**src/rtl/raster_timing_pkg.sv**
```systemverilog
// Shared timing defaults and output-decode helpers for the raster timing generator.
// Defaults describe 640x480 at 60 Hz with a 2:1 clock-to-pixel ratio.
package raster_timing_pkg;

    localparam int unsigned H_ACTIVE_DEF = 640;
    localparam int unsigned H_FP_DEF     = 16;
    localparam int unsigned H_SYNC_DEF   = 96;
    localparam int unsigned H_BP_DEF     = 48;

    localparam int unsigned V_ACTIVE_DEF = 480;
    localparam int unsigned V_FP_DEF     = 10;
    localparam int unsigned V_SYNC_DEF   = 2;
    localparam int unsigned V_BP_DEF     = 33;

    localparam int unsigned DIV_DEF = 2;

    localparam int unsigned H_TOTAL = H_ACTIVE_DEF + H_FP_DEF + H_SYNC_DEF + H_BP_DEF;
    localparam int unsigned V_TOTAL = V_ACTIVE_DEF + V_FP_DEF + V_SYNC_DEF + V_BP_DEF;

    localparam int unsigned CNT_W = 10;

    // True while cnt lies in [lo, lo+len-1].
    function automatic logic in_window(logic [CNT_W-1:0] cnt, int unsigned lo, int unsigned len);
        return (32'(cnt) >= lo) && (32'(cnt) < lo + len);
    endfunction

endpackage

```
**src/rtl/raster_timing_if.sv**
```systemverilog
// Raster output bundle: syncs, active-area coordinates and timing strobes.
interface raster_timing_if;

    logic       hsync;
    logic       vsync;
    logic       video_on;
    logic [9:0] pixel;
    logic [8:0] line;
    logic       pix_tick;
    logic       frame_start;

    modport master (
        output hsync, vsync, video_on, pixel, line, pix_tick, frame_start
    );

    modport slave (
        input hsync, vsync, video_on, pixel, line, pix_tick, frame_start
    );

endinterface

```
**src/rtl/raster_timing_pix_tick_gen.sv**
```systemverilog
// Pixel-rate divider: pix_step is the advance condition for the edge that raises
// the registered pix_tick strobe, so counters and strobe move on the same edge.
module pix_tick_gen #(
    parameter int unsigned DIV = 2
) (
    input  logic clk,
    input  logic rst_n,
    output logic pix_step,
    output logic pix_tick
);

    localparam logic [1:0] DivLast = 2'(DIV - 1);

    logic [1:0] cnt_q, cnt_d;
    logic       tick_q, tick_d;

    always_comb begin
        pix_step = (cnt_q == DivLast);
        cnt_d    = pix_step ? 2'd0 : cnt_q + 2'd1;
        tick_d   = pix_step;
    end

    always_ff @(posedge clk or negedge rst_n) begin
        if (!rst_n) begin
            cnt_q  <= 2'd0;
            tick_q <= 1'b0;
        end else begin
            cnt_q  <= cnt_d;
            tick_q <= tick_d;
        end
    end

    assign pix_tick = tick_q;

endmodule

```
**src/rtl/raster_timing.sv**
```systemverilog
// Raster timing generator: horizontal/vertical counters with registered sync,
// active-area and coordinate outputs decoded from the counters' next state.
module raster_timing
    import raster_timing_pkg::*;
#(
    parameter int unsigned H_ACTIVE = H_ACTIVE_DEF,
    parameter int unsigned H_FP     = H_FP_DEF,
    parameter int unsigned H_SYNC   = H_SYNC_DEF,
    parameter int unsigned H_BP     = H_BP_DEF,
    parameter int unsigned V_ACTIVE = V_ACTIVE_DEF,
    parameter int unsigned V_FP     = V_FP_DEF,
    parameter int unsigned V_SYNC   = V_SYNC_DEF,
    parameter int unsigned V_BP     = V_BP_DEF,
    parameter int unsigned DIV      = DIV_DEF
) (
    input  logic            clk,
    input  logic            rst_n,
    raster_timing_if.master vid
);

    localparam int unsigned HTot = H_ACTIVE + H_FP + H_SYNC + H_BP;
    localparam int unsigned VTot = V_ACTIVE + V_FP + V_SYNC + V_BP;
    localparam logic [CNT_W-1:0] HLast = CNT_W'(HTot - 1);
    localparam logic [CNT_W-1:0] VLast = CNT_W'(VTot - 1);

    if (H_ACTIVE > 1023 || V_ACTIVE > 511 || DIV < 1 || DIV > 4 ||
        HTot > 1024 || VTot > 1024) begin : g_param_check
        $error("raster_timing: illegal timing parameters");
    end

    logic pix_step;
    logic pix_tick;

    pix_tick_gen #(
        .DIV(DIV)
    ) u_pix_tick_gen (
        .clk     (clk),
        .rst_n   (rst_n),
        .pix_step(pix_step),
        .pix_tick(pix_tick)
    );

    logic [CNT_W-1:0] hcount_q, hcount_d;
    logic [CNT_W-1:0] vcount_q, vcount_d;
    logic             hsync_q, hsync_d;
    logic             vsync_q, vsync_d;
    logic             video_on_q, video_on_d;
    logic [9:0]       pixel_q, pixel_d;
    logic [8:0]       line_q, line_d;
    logic             frame_start_q, frame_start_d;

    always_comb begin
        hcount_d      = hcount_q;
        vcount_d      = vcount_q;
        frame_start_d = 1'b0;

        if (pix_step) begin
            if (hcount_q == HLast) begin
                hcount_d = '0;
                if (vcount_q == VLast) begin
                    vcount_d      = '0;
                    frame_start_d = 1'b1;
                end else begin
                    vcount_d = vcount_q + 1'b1;
                end
            end else begin
                hcount_d = hcount_q + 1'b1;
            end
        end

        // Decoding the next count keeps every output aligned with the counters.
        video_on_d = (32'(hcount_d) < H_ACTIVE) && (32'(vcount_d) < V_ACTIVE);
        hsync_d    = !in_window(hcount_d, H_ACTIVE + H_FP, H_SYNC);
        vsync_d    = !in_window(vcount_d, V_ACTIVE + V_FP, V_SYNC);
        pixel_d    = video_on_d ? hcount_d : '0;
        line_d     = video_on_d ? vcount_d[8:0] : '0;
    end

    always_ff @(posedge clk or negedge rst_n) begin
        if (!rst_n) begin
            hcount_q      <= '0;
            vcount_q      <= '0;
            hsync_q       <= 1'b1;
            vsync_q       <= 1'b1;
            video_on_q    <= 1'b0;
            pixel_q       <= '0;
            line_q        <= '0;
            frame_start_q <= 1'b0;
        end else begin
            hcount_q      <= hcount_d;
            vcount_q      <= vcount_d;
            hsync_q       <= hsync_d;
            vsync_q       <= vsync_d;
            video_on_q    <= video_on_d;
            pixel_q       <= pixel_d;
            line_q        <= line_d;
            frame_start_q <= frame_start_d;
        end
    end

    assign vid.hsync       = hsync_q;
    assign vid.vsync       = vsync_q;
    assign vid.video_on    = video_on_q;
    assign vid.pixel       = pixel_q;
    assign vid.line        = line_q;
    assign vid.pix_tick    = pix_tick;
    assign vid.frame_start = frame_start_q;

endmodule

```
**src/flat_wrapper.sv**
```systemverilog
// flat-port wrapper written by rule: the top's interface ports become plain ports
module raster_timing_flat import raster_timing_pkg::*;
#(
    parameter int unsigned H_ACTIVE = H_ACTIVE_DEF,
    parameter int unsigned H_FP     = H_FP_DEF,
    parameter int unsigned H_SYNC   = H_SYNC_DEF,
    parameter int unsigned H_BP     = H_BP_DEF,
    parameter int unsigned V_ACTIVE = V_ACTIVE_DEF,
    parameter int unsigned V_FP     = V_FP_DEF,
    parameter int unsigned V_SYNC   = V_SYNC_DEF,
    parameter int unsigned V_BP     = V_BP_DEF,
    parameter int unsigned DIV      = DIV_DEF
)
  (clk, rst_n, vid_hsync, vid_vsync, vid_video_on, vid_pixel, vid_line, vid_pix_tick, vid_frame_start);
  raster_timing_if vid_i ();
  input  logic clk;
  input  logic rst_n;
  output wire logic [$bits(vid_i.hsync)-1:0] vid_hsync;
  output wire logic [$bits(vid_i.vsync)-1:0] vid_vsync;
  output wire logic [$bits(vid_i.video_on)-1:0] vid_video_on;
  output wire logic [$bits(vid_i.pixel)-1:0] vid_pixel;
  output wire logic [$bits(vid_i.line)-1:0] vid_line;
  output wire logic [$bits(vid_i.pix_tick)-1:0] vid_pix_tick;
  output wire logic [$bits(vid_i.frame_start)-1:0] vid_frame_start;
  assign vid_hsync = vid_i.hsync;
  assign vid_vsync = vid_i.vsync;
  assign vid_video_on = vid_i.video_on;
  assign vid_pixel = vid_i.pixel;
  assign vid_line = vid_i.line;
  assign vid_pix_tick = vid_i.pix_tick;
  assign vid_frame_start = vid_i.frame_start;
  raster_timing #(.H_ACTIVE(H_ACTIVE), .H_FP(H_FP), .H_SYNC(H_SYNC), .H_BP(H_BP), .V_ACTIVE(V_ACTIVE), .V_FP(V_FP), .V_SYNC(V_SYNC), .V_BP(V_BP), .DIV(DIV)) u_core (.clk(clk), .rst_n(rst_n), .vid(vid_i));
endmodule
```
**config.mk**
```make
export PLATFORM = sky130hd
export DESIGN_NAME = raster_timing_flat
export DESIGN_NICKNAME = d
export VERILOG_FILES = /design/src/rtl/raster_timing_pkg.sv /design/src/rtl/raster_timing_if.sv /design/src/rtl/raster_timing_pix_tick_gen.sv /design/src/rtl/raster_timing.sv /design/src/flat_wrapper.sv
export SDC_FILE = /design/constraint.sdc
export NUM_CORES = 1
export LEC_CHECK = 0
export ABC_AREA = 1
export BUFFER_PORTS_ARGS = -buffer_cell sky130_fd_sc_hd__clkbuf_2
export CAP_MARGIN = 20
export CORE_ASPECT_RATIO = 0.7
export CORE_MARGIN = 4
export CORE_UTILIZATION = 30
export DETAILED_ROUTE_END_ITERATION = 6
export PLACE_DENSITY = 0.55
export SYNTH_ARGS = -nofsm -noshare
export SYNTH_HDL_FRONTEND = slang
export SYNTH_HIERARCHICAL = 1
export SYNTH_SLANG_ARGS = --single-unit
```
**constraint.sdc**
```tcl
create_clock -name clk -period 2.34 [get_ports clk]
set_clock_uncertainty 0.1 [all_clocks]
set_input_delay 0.117 -clock clk [delete_from_list [all_inputs] [get_ports clk]]
set_output_delay 0.117 -clock clk [all_outputs]
set_load 0.01 [all_outputs]
```
==> run metrics <==
placer congestion estimate=0.8588; share of layout cells above drive strength 1=0.2292; antenna violations before repair=0; Most used DFF post-synth=dfrtp_1; CTS tree=yes; P per Cell Area=533.7 mW/mm^2; Mean Syn Cell Area=8.376 sq um; drt initial violations=83; CP max FO=9; Reg area=0.001154 sq mm; Root Driver=clkbuf_8; combined area of the multi-input logic cells=843.3 sq um; Hold Path Class=primary input to asynchronous set/reset pin; core box area=0.006975 sq mm; # setup viols final=0; Clock Power Share=0.418; Psw=0.2864 mW; Syn Inst Count=265; critical path's top delay family=simple AND/OR/NAND/NOR gates; latest clock arrival within the worst-skew pair=300 ps; Crit Path Class=flip-flop to flip-flop; number of I/O pins=26; clock slew at reported path FFs=90 ps; Cell variety after synth=22; fin util=0.3761; internal power=1.114 mW; Detail Route Antenna Nets=0; relative slew slack=0.5693; Num CTS Buffers=5; Via density=4.162; status=finished clean; Yosys reg bits=46; critical path arrival=2210 ps; Pins Over Slew Limit=0; GRT Util Overall=0.1109; ys async rst share=1.000; Hold Slack=268.2 ps; top cell type's share of synthesized area=0.4961; Critical Path RT=2430 ps; via count=1,644; Sw Ratio=0.2045; Remaining DRCs=0; Port Buffers=25; P&R area growth vs syn=18.21%; Post-Route WL=4504 um; WL/cell=11.40 um; crit path launch type=flip-flop; synth top area cells=dfrtp_1 (50%), nand2_1 (11%), inv_1 (8.6%); Synthesis Warnings=6; CTS Sinks=46; share of total power in sequential cells=0.567; critical path's largest stage delay=410 ps; CP max-delay cell=dfrtp_1; Leak Pwr=1.404 nW; final hold violations=0; post-DP HPWL=3375 um; row count=25; die height=79.97 um; Critical Path, Cell by Cell=ha_1 > nand2_1 > nor3_1 > nand2_1 > nand2_1 > nand2_1 > nor2_1 > nand3_2 > nand3_2 > buf_4 > nor2_1; RSZ-0062 raised after global routing=false; number of flops mapped to enable cells by yosys=0; Max Buffers Root-to-Sink=2; max-cap violation count=0; Yosys top cell by area=dfrtp_1; Seq/Total Area, Yosys=0.5197; Worst VDD drop=0.2118 mV; critical path capture point type=flip-flop; Filler Cell Count=712; Worst Max-Slew Pin Slew=646.1 ps; # diodes=0; Final TNS setup=0 ps; WP buf/inv=1; synth cell count leaders=nand2_1 (65), inv_1 (51), dfrtp_1 (44); Starting Density=0.3182; largest net degree at the start of global routing=26; first-pass GRT wire length=7838 um; vias in the first global route=1,546; grt ovf=0; Post-Syn Area=0.002220 sq mm; Nets=305; most used cell, CP=nand2_1; Period minus WS final=2120 ps; syn nets=270; drt pass-1 iters=5; Chip Width=110.8 um; Gate power share=0.015; top-count cell post-synth=nand2_1; H-tree depth=2; die area=0.008861 sq mm; Max Fclk=471.8 MHz; crit share post-route=0.9059
stage by stage:
step	instance area, sq um	instances	setup WS (ps)	power [mW]
floorplan	2220	265	523.0	0.8102
global placement	2477	385	185.4	0.8308
detailed placement	2477	385	185.6	0.8310
CTS	2596	394	165.5	1.423
global route	2624	395	19.58	1.466
finish	2624	395	220.2	1.400
power by group through the flow:
stage / Combinational (mW) / Clock (mW) / Sequential (mW)
floorplan: 0.000000611 / 0 / 0.810
global placement: 0.0208 / 0 / 0.810
finish: 0.0207 / 0.585 / 0.794
global route: 0.0248 / 0.647 / 0.795
CTS: 0.0223 / 0.606 / 0.794
detailed placement: 0.0210 / 0 / 0.810
layout make-up:
type	count	area share
inverter	54	0.07725
sequential	46	0.4397
timing repair buffer	31	0.07535
multi-input combinational	162	0.3214
clock buffer	5	0.02623
tap	94	0.04483
clock inverter	3	0.01526
cells by family after synthesis:
| logic type | synth area share |
|---|---|
| compound gates | 0.01917 |
| fa+ha+maj | 0.01691 |
| buf+inv | 0.1037 |
| flops | 0.5197 |
| simple gates | 0.3247 |
| xor+xnor | 0.01578 |
state kept, by name, indices dropped and copies added, names as in the netlist:
signal,cells
u_core/vid.line,9
u_core/vcount_q,10
u_core/vid.vsync,1
u_core/u_pix_tick_gen/cnt_q,2
u_core/hcount_q,10
u_core/vid.video_on,1
u_core/vid.hsync,1
u_core/vid.pixel,10
u_core/vid.frame_start,1
u_core/u_pix_tick_gen/pix_tick,1
layout by cell type, fill, tap and decap left out:
master and instances:
a21oi_1 2, o21bai_1 1, clkbuf_2 25, o21ai_0 5
nand3_1 11, nand3_2 5, clkinv_2 2, inv_2 3
dfstp_2 2, ha_2 1, xor2_1 4, bufinv_16 1
clkbuf_8 5, ha_1 2, nor2_2 12, dfrtp_1 44
nor3_1 4, dlygate4sd3_1 1, nor2_1 31, nor2_4 6
nand2_2 1, nand3_4 1, nand2_1 65, inv_1 51
nand3b_1 4, nand4_1 7, buf_12 2, buf_4 3
timing repair:
item | 4_1_cts | 5_1_grt
endpoints found under the setup margin | 0 | 7
buffers inserted | 0 | 1
gates resized for setup | 0 | 2
hold buffers | 1 | 0
hold endpoints to repair | 22 | 0
routing by layer:
layer / part of all wire / global-route usage / vias up
met1: 0.58 / 0.1773 / 730
met4: 0.0080 / 0.02952 / 0
met2: 0.34 / 0.1350 / 44
met3: 0.065 / 0.03712 / 5
met5: 0 / 0 / -
li1: - / - / 865
path summary, 6_finish.rpt:
kind / slack [ps] / from / to / cells after the start
worst max-delay path: 220 / u_core/vcount_q[0]$_DFF_PN0_ / u_core/vid.line[7]$_DFF_PN0_ / 11
worst min-delay path: 270 / rst_n / u_core/vid.pixel[9]$_DFF_PN0_ / 2
worst max register to register: 220 / u_core/vcount_q[0]$_DFF_PN0_ / u_core/vid.line[7]$_DFF_PN0_ / 11
worst min register to register: 340 / u_core/u_pix_tick_gen/cnt_q[0]$_DFF_PN0_ / u_core/u_pix_tick_gen/cnt_q[0]$_DFF_PN0_ / 1
max in group asynchronous: 1330 / rst_n / u_core/vid.line[8]$_DFF_PN0_ / 3
min in group clk: 340 / u_core/u_pix_tick_gen/cnt_q[0]$_DFF_PN0_ / u_core/u_pix_tick_gen/cnt_q[0]$_DFF_PN0_ / 1
No activity file was read; power rests on OpenSTA's default activity.
